[src/rtl/pulse_mon_pkg.sv]
// Shared definitions for the pulse-rate monitor: default widths and FSM state encoding.
package pulse_mon_pkg;

    localparam int unsigned DEF_CNT_W = 8;
    localparam int unsigned DEF_WIN_W = 8;

    typedef enum logic [1:0] {
        StIdle    = 2'b00,
        StCount   = 2'b01,
        StReport  = 2'b10,
        StInvalid = 2'b11
    } mon_state_e;

endpackage

[src/rtl/pulse_rate_monitor_if.sv]
// Control, pulse input and result-handshake signals of the pulse-rate monitor.
interface pulse_rate_monitor_if
    import pulse_mon_pkg::*;
#(
    parameter int unsigned CNT_W = DEF_CNT_W,
    parameter int unsigned WIN_W = DEF_WIN_W
);

    logic             enable;
    logic             pulse_in;
    logic [WIN_W-1:0] window_len;
    logic [CNT_W-1:0] threshold;
    logic             rdy;
    logic [CNT_W-1:0] count_out;
    logic             count_valid;
    logic             alarm;
    logic             overflow;
    logic [1:0]       state;

    modport master (
        output enable, pulse_in, window_len, threshold, rdy,
        input  count_out, count_valid, alarm, overflow, state
    );

    modport slave (
        input  enable, pulse_in, window_len, threshold, rdy,
        output count_out, count_valid, alarm, overflow, state
    );

endinterface

[src/rtl/pulse_rate_monitor_window_timer.sv]
// Window timer: captures the window length on load, counts cycles, flags the last window cycle.
module window_timer
    import pulse_mon_pkg::*;
#(
    parameter int unsigned WIN_W = DEF_WIN_W
) (
    input  logic             clock,
    input  logic             reset,
    input  logic             load,
    input  logic             inc,
    input  logic [WIN_W-1:0] load_len,
    output logic             last
);

    logic [WIN_W-1:0] timer_q;
    logic [WIN_W-1:0] len_q;

    always_ff @(posedge clock or posedge reset) begin
        if (reset) begin
            timer_q <= '0;
            len_q   <= '0;
        end else if (load) begin
            timer_q <= '0;
            // A zero length would never terminate; run it as a single-cycle window.
            len_q   <= (load_len == '0) ? WIN_W'(1) : load_len;
        end else if (inc) begin
            timer_q <= timer_q + WIN_W'(1);
        end
    end

    assign last = (timer_q == (len_q - WIN_W'(1)));

endmodule

[src/rtl/pulse_rate_monitor.sv]
// Counts pulses over back-to-back windows and reports each count through a valid/rdy handshake.
module pulse_rate_monitor
    import pulse_mon_pkg::*;
#(
    parameter int unsigned CNT_W = DEF_CNT_W,
    parameter int unsigned WIN_W = DEF_WIN_W
) (
    input logic                 clock,
    input logic                 reset,
    pulse_rate_monitor_if.slave bus
);

    localparam logic [CNT_W-1:0] CntMax = {CNT_W{1'b1}};

    mon_state_e       state_q, state_d;
    logic [CNT_W-1:0] cnt_q, cnt_d;
    logic [CNT_W-1:0] thr_q, thr_d;
    logic [CNT_W-1:0] count_q, count_d;
    logic             ovf_q, ovf_d;
    logic             valid_q, valid_d;
    logic             alarm_q, alarm_d;
    logic             overflow_q, overflow_d;
    logic             start;
    logic             inc;
    logic             last;

    window_timer #(
        .WIN_W (WIN_W)
    ) u_window_timer (
        .clock    (clock),
        .reset    (reset),
        .load     (start),
        .inc      (inc),
        .load_len (bus.window_len),
        .last     (last)
    );

    always_comb begin
        state_d    = state_q;
        cnt_d      = cnt_q;
        thr_d      = thr_q;
        count_d    = count_q;
        ovf_d      = ovf_q;
        valid_d    = valid_q;
        alarm_d    = alarm_q;
        overflow_d = overflow_q;
        start      = 1'b0;
        inc        = 1'b0;

        unique case (state_q)
            StIdle: begin
                if (bus.enable) begin
                    state_d = StCount;
                    start   = 1'b1;
                end
            end
            StCount: begin
                // Abort wins over window end; the partial count is simply dropped.
                if (!bus.enable) begin
                    state_d = StIdle;
                end else begin
                    inc = !last;
                    if (bus.pulse_in) begin
                        if (cnt_q == CntMax) ovf_d = 1'b1;
                        else                 cnt_d = cnt_q + CNT_W'(1);
                    end
                    if (last) begin
                        count_d    = cnt_d;
                        valid_d    = 1'b1;
                        alarm_d    = (cnt_d >= thr_q);
                        overflow_d = ovf_d;
                        state_d    = StReport;
                    end
                end
            end
            StReport: begin
                if (valid_q && bus.rdy) begin
                    valid_d = 1'b0;
                    if (bus.enable) begin
                        state_d = StCount;
                        start   = 1'b1;
                    end else begin
                        state_d = StIdle;
                    end
                end
            end
            default: state_d = StIdle;
        endcase

        if (start) begin
            cnt_d = '0;
            ovf_d = 1'b0;
            thr_d = bus.threshold;
        end
    end

    always_ff @(posedge clock or posedge reset) begin
        if (reset) begin
            state_q    <= StIdle;
            cnt_q      <= '0;
            thr_q      <= '0;
            count_q    <= '0;
            ovf_q      <= 1'b0;
            valid_q    <= 1'b0;
            alarm_q    <= 1'b0;
            overflow_q <= 1'b0;
        end else begin
            state_q    <= state_d;
            cnt_q      <= cnt_d;
            thr_q      <= thr_d;
            count_q    <= count_d;
            ovf_q      <= ovf_d;
            valid_q    <= valid_d;
            alarm_q    <= alarm_d;
            overflow_q <= overflow_d;
        end
    end

    assign bus.count_out   = count_q;
    assign bus.count_valid = valid_q;
    assign bus.alarm       = alarm_q;
    assign bus.overflow    = overflow_q;
    assign bus.state       = state_q;

endmodule

[src/flat_wrapper.sv]
// flat-port wrapper written by rule: the top's interface ports become plain ports
module pulse_rate_monitor_flat import pulse_mon_pkg::*;
#(
    parameter int unsigned CNT_W = DEF_CNT_W,
    parameter int unsigned WIN_W = DEF_WIN_W
)
  (clock, reset, bus_enable, bus_pulse_in, bus_window_len, bus_threshold, bus_rdy, bus_count_out, bus_count_valid, bus_alarm, bus_overflow, bus_state);
  pulse_rate_monitor_if #(.CNT_W(CNT_W), .WIN_W(WIN_W)) bus_i ();
  input logic clock;
  input logic reset;
  input wire logic [$bits(bus_i.enable)-1:0] bus_enable;
  input wire logic [$bits(bus_i.pulse_in)-1:0] bus_pulse_in;
  input wire logic [$bits(bus_i.window_len)-1:0] bus_window_len;
  input wire logic [$bits(bus_i.threshold)-1:0] bus_threshold;
  input wire logic [$bits(bus_i.rdy)-1:0] bus_rdy;
  output wire logic [$bits(bus_i.count_out)-1:0] bus_count_out;
  output wire logic [$bits(bus_i.count_valid)-1:0] bus_count_valid;
  output wire logic [$bits(bus_i.alarm)-1:0] bus_alarm;
  output wire logic [$bits(bus_i.overflow)-1:0] bus_overflow;
  output wire logic [$bits(bus_i.state)-1:0] bus_state;
  assign bus_i.enable = bus_enable;
  assign bus_i.pulse_in = bus_pulse_in;
  assign bus_i.window_len = bus_window_len;
  assign bus_i.threshold = bus_threshold;
  assign bus_i.rdy = bus_rdy;
  assign bus_count_out = bus_i.count_out;
  assign bus_count_valid = bus_i.count_valid;
  assign bus_alarm = bus_i.alarm;
  assign bus_overflow = bus_i.overflow;
  assign bus_state = bus_i.state;
  pulse_rate_monitor #(.CNT_W(CNT_W), .WIN_W(WIN_W)) u_core (.clock(clock), .reset(reset), .bus(bus_i));
endmodule
[config.mk]
export PLATFORM = sky130hd
export DESIGN_NAME = pulse_rate_monitor_flat
export DESIGN_NICKNAME = d
export VERILOG_FILES = /design/src/rtl/pulse_mon_pkg.sv /design/src/rtl/pulse_rate_monitor_if.sv /design/src/rtl/pulse_rate_monitor_window_timer.sv /design/src/rtl/pulse_rate_monitor.sv /design/src/flat_wrapper.sv
export SDC_FILE = /design/constraint.sdc
export NUM_CORES = 1
export LEC_CHECK = 0
export ABC_AREA = 1
export CAP_MARGIN = 20
export CORE_AREA = 2 2 76 78
export DETAILED_ROUTE_END_ITERATION = 8
export DIE_AREA = 0 0 78 80
export PLACE_DENSITY_LB_ADDON = 0.05
export SLEW_MARGIN = 25
export SYNTH_ARGS = -nofsm -noshare
export SYNTH_HDL_FRONTEND = slang
export SYNTH_SLANG_ARGS = --single-unit
export TNS_END_PERCENT = 5
[constraint.sdc]
create_clock -name clock -period 3.2 [get_ports clock]
set_input_delay 0.32 -clock clock [delete_from_list [all_inputs] [get_ports clock]]
set_output_delay 0.32 -clock clock [all_outputs]
set_load 0.02 [all_outputs]
==> impl_metrics.ini <==
[hold_path]
holdCritPathClass = primary input to async pin

[floorplanning]
die_h_um = 80
boundaryPins = 34
num_rows = 27
die_area_sq_um = 6240
core_area_sq_um = 5405
start_util = 0.5046
die_x_um = 78

[global_route]
track_usage = 0.1913
grt_pass1_vias = 2099
grt_pass1_wl_um = 9473
antenna_found_initial = 0
overflow = 0
grt_max_degree = 31

[synth]
ys_seq_elements = 46
synth_mux_area_frac = 0
synth_nets = 374
synth_top_family_by_area = simple AND/OR/NAND/NOR gates
synth_edf_count = 0
synth_adder_area_share = 0.05046
synth_compound_area_frac = 0.1046
synth_cells = 342
synth-seq-area-share = 0.4220
yosysWarnings = 0
synth_xor_area_frac = 0.03532
synth-async-reset-ratio = 1.000
synthSimpleGateAreaFrac = 0.2977
ys_dominant_reg_cell = dfrtp_1
netlist_area_sq_um = 2728
syn_avg_cell_area_sq_um = 7.975
ys_types = 34

[placed_design]
port_buffers = 33
place_hpwl_um = 3917
routabilityCongestion = 0.8983

[timing]
slew_viol_final = 0
setup_viol = 0
setup_tns_ns = 0
worst_slew_pin_slew_ns = 0.5005
min_period_over_period = 0.7960
hold_viol = 0
fin_crit_ns = 2.547
fmax_ghz = 0.3926
fin_worst_skew_ns = 0.008978
relSlewSlack = 0.6660
rsz0062_at_grt = no

[run]
maxCapViolations = 0

[setup_path]
worstPathRequired_ns = 3.40
critPathKind = flip-flop to flip-flop
crit_chain = ha_1, nand2_1, nor2_1, nand2_1, nand2_1, o21ai_0, inv_1, ha_1, a21oi_1, o21ai_0, nand2_1, o2111ai_1, nand2_1, nand2_1
crit_path_end_kind = flip-flop
start_kind = flip-flop
critPathMostFrequentCell = nand2_1
cp.arrival_ns = 2.75
critPathMaxStageDelay_ns = 0.42
worst_path_max_delay_cell = dfrtp_1
critPathMaxFanout = 7

[layout]
fillers = 501
layout-drive-gt1-share = 0.1270
n_antenna_cell = 0
area_delta_synth_final_pct = 17.94
design.final.nets = 409
final_util = 0.5951

[pwr]
ir_drop_mv = 0.2642
power_frac_seq = 0.421
swShare = 0.3832
p_int_w = 0.001167
p_sw_w = 0.0007250
power_density_nw_per_um2 = 588.1
clkPwrFrac = 0.198
p_leak_nw = 1.607
pwr-share-comb = 0.381

[drt]
vias = 2231
wl_per_cell_um = 11.67
drtPass1Iterations = 4
drc = 0
detail-route-antenna-nets = 0
drt-initial-drc-count = 168
vias_per_cell = 4.958
detail_route.wirelength_um = 5253

[clock_network]
cts_tree = built
numClockSinks = 46
cts_resized = 0
cts_buffers = 5
cts_post_setup_buffers_inserted = 0
htree_levels = 2
hold_buffers = 0
cts_root_buf = clkbuf_8
clk_path_buf_depth = 2
clkTransAtPathRegs_ns = 0.09
worstSkewPairLatency_ns = 0.30

[outcome]
status = finished clean
==> kinds of logic (layout without fill, tap and decap cells) <==
group                      after synthesis  in the layout
and+or+nand+nor                        168            168
buffers and inverters                   61             97
DFF                                     46             46
AOI/OAI and AO/OA                       45             45
adders and majority gates               11             11
xor gates and xnor gates                11             11
==> sequential cells by signal (all words and copies together) (netlist names), 2 cells and up <==
name / count
u_core.bus.state: 2
u_core.u_window_timer.timer_q: 8
u_core.cnt_q: 8
u_core.u_window_timer.len_q: 8
u_core.bus.count_out: 8
u_core.thr_q: 8
==> power by group through the flow <==
stage	logic [W]	registers (W)	clock network (W)
2_1_floorplan	0.000499	0.000829	0
3_3_place_gp	0.000713	0.000804	0
3_5_place_dp	0.000726	0.000806	0
4_1_cts	0.000729	0.000795	0.000392
5_1_grt	0.000819	0.000814	0.000410
6_report	0.000720	0.000797	0.000375
==> Yosys cell counts, types with 6 or more instances <==
cell | count | area (sq um)
nand2_1 | 90 | 337.8
dfrtp_1 | 46 | 1151
o21ai_0 | 19 | 95.09
nand3_1 | 19 | 95.09
o21ai_2 | 9 | 78.83
nand4_1 | 11 | 68.82
ha_1 | 11 | 137.6
nand2_2 | 12 | 75.07
inv_1 | 50 | 187.7
nor2_1 | 16 | 60.06
xor2_1 | 6 | 52.55
==> critical path, delay by kind of cell (launching register included) <==
family,cells,cell delay [ns]
adders and majority gates,2,0.55
and+or+nand+nor,7,0.67
DFF,1,0.42
buffers and inverters,1,0.09
AOI/OAI and AO/OA,4,0.71
==> path summary, 6_finish.rpt <==
check	cells after the start	from	slack, ns	to
min in group clock	2	u_core.bus.count_out[0]$_DFFE_PP0P_	0.49	u_core.bus.count_out[0]$_DFFE_PP0P_
hold reg to reg	2	u_core.bus.count_out[0]$_DFFE_PP0P_	0.49	u_core.bus.count_out[0]$_DFFE_PP0P_
setup reg to reg	14	u_core.cnt_q[0]$_DFFE_PP0P_	0.65	u_core.bus.alarm$_DFFE_PP0P_
hold / removal	2	reset	0.34	u_core.bus.count_out[7]$_DFFE_PP0P_
setup / recovery	14	u_core.cnt_q[0]$_DFFE_PP0P_	0.65	u_core.bus.alarm$_DFFE_PP0P_
max in group asynchronous	3	reset	2.25	u_core.u_window_timer.timer_q[0]$_DFFE_PP0P_
==> per-stage QoR <==
| step | total power [W] | setup WS [ns] | hold WS (ns) | instances | area (sq um) |
|---|---|---|---|---|---|
| finish | 0.001892 | 0.6529 | 0.3411 | 450 | 3217 |
| global route | 0.002043 | 0.3826 | 0.4015 | 450 | 3217 |
| CTS | 0.001916 | 0.6424 | 0.3519 | 450 | 3217 |
| detailed placement | 0.001532 | 0.5695 | 0.4729 | 442 | 3122 |
| global placement | 0.001517 | 0.7241 | 0.4676 | 442 | 3120 |
| floorplan | 0.001328 | 0.9695 | 0.4296 | 342 | 2728 |
==> cells in the final DEF (no fill, tap or decap) <==
cell | netlist | routed
dfrtp_1 | 46 | 46
nor2_2 | 1 | 1
nand2_1 | 90 | 90
nor2_4 | 3 | 3
nor2_1 | 16 | 16
o21ai_2 | 9 | 9
o22ai_1 | 5 | 5
a21oi_1 | 5 | 5
or2_2 | 1 | 1
nor3_1 | 3 | 3
clkinv_1 | 1 | 1
nand2_2 | 12 | 12
o2111ai_1 | 1 | 1
inv_2 | 3 | 3
nand4_1 | 11 | 11
nand3_4 | 1 | 1
o21ai_1 | 3 | 3
o211ai_1 | 1 | 1
nand2_4 | 3 | 3
a211oi_1 | 1 | 1
clkinvlp_4 | 0 | 1
clkinv_2 | 0 | 2
ha_1 | 11 | 11
o21ai_0 | 19 | 19
xor2_1 | 6 | 6
xnor2_1 | 5 | 5
a21oi_4 | 1 | 1
nand3_1 | 19 | 19
buf_4 | 0 | 2
inv_1 | 50 | 49
nor4_1 | 2 | 2
or2_1 | 2 | 2
clkdlybuf4s50_1 | 0 | 33
nand3b_1 | 1 | 1
nand3_2 | 3 | 3
clkbuf_8 | 0 | 6
==> layer usage <==
layer / vias to the layer above / routed length, um / track usage / share of wire
met2: 38 / 2247 / 0.2940 / 0.43
met5: - / 0 / 0 / 0
met4: 0 / 69 / 0.06491 / 0.013
li1: 1166 / - / - / -
met3: 6 / 212 / 0.03959 / 0.040
met1: 1021 / 2723 / 0.2696 / 0.52
==> cell type report <==
cell class | instances | area (sq um) | share of cell area
Clock buffer | 6 | 82.58 | 0.02567
Clock inverter | 2 | 12.51 | 0.003890
Inverter | 54 | 203.9 | 0.06340
Multi-Input combinational cell | 235 | 1331 | 0.4138
Sequential cell | 46 | 1151 | 0.3578
Tap cell | 72 | 90.09 | 0.02800
Timing Repair Buffer | 35 | 345.3 | 0.1074
Note: power is estimated with default switching activity, not from simulation.
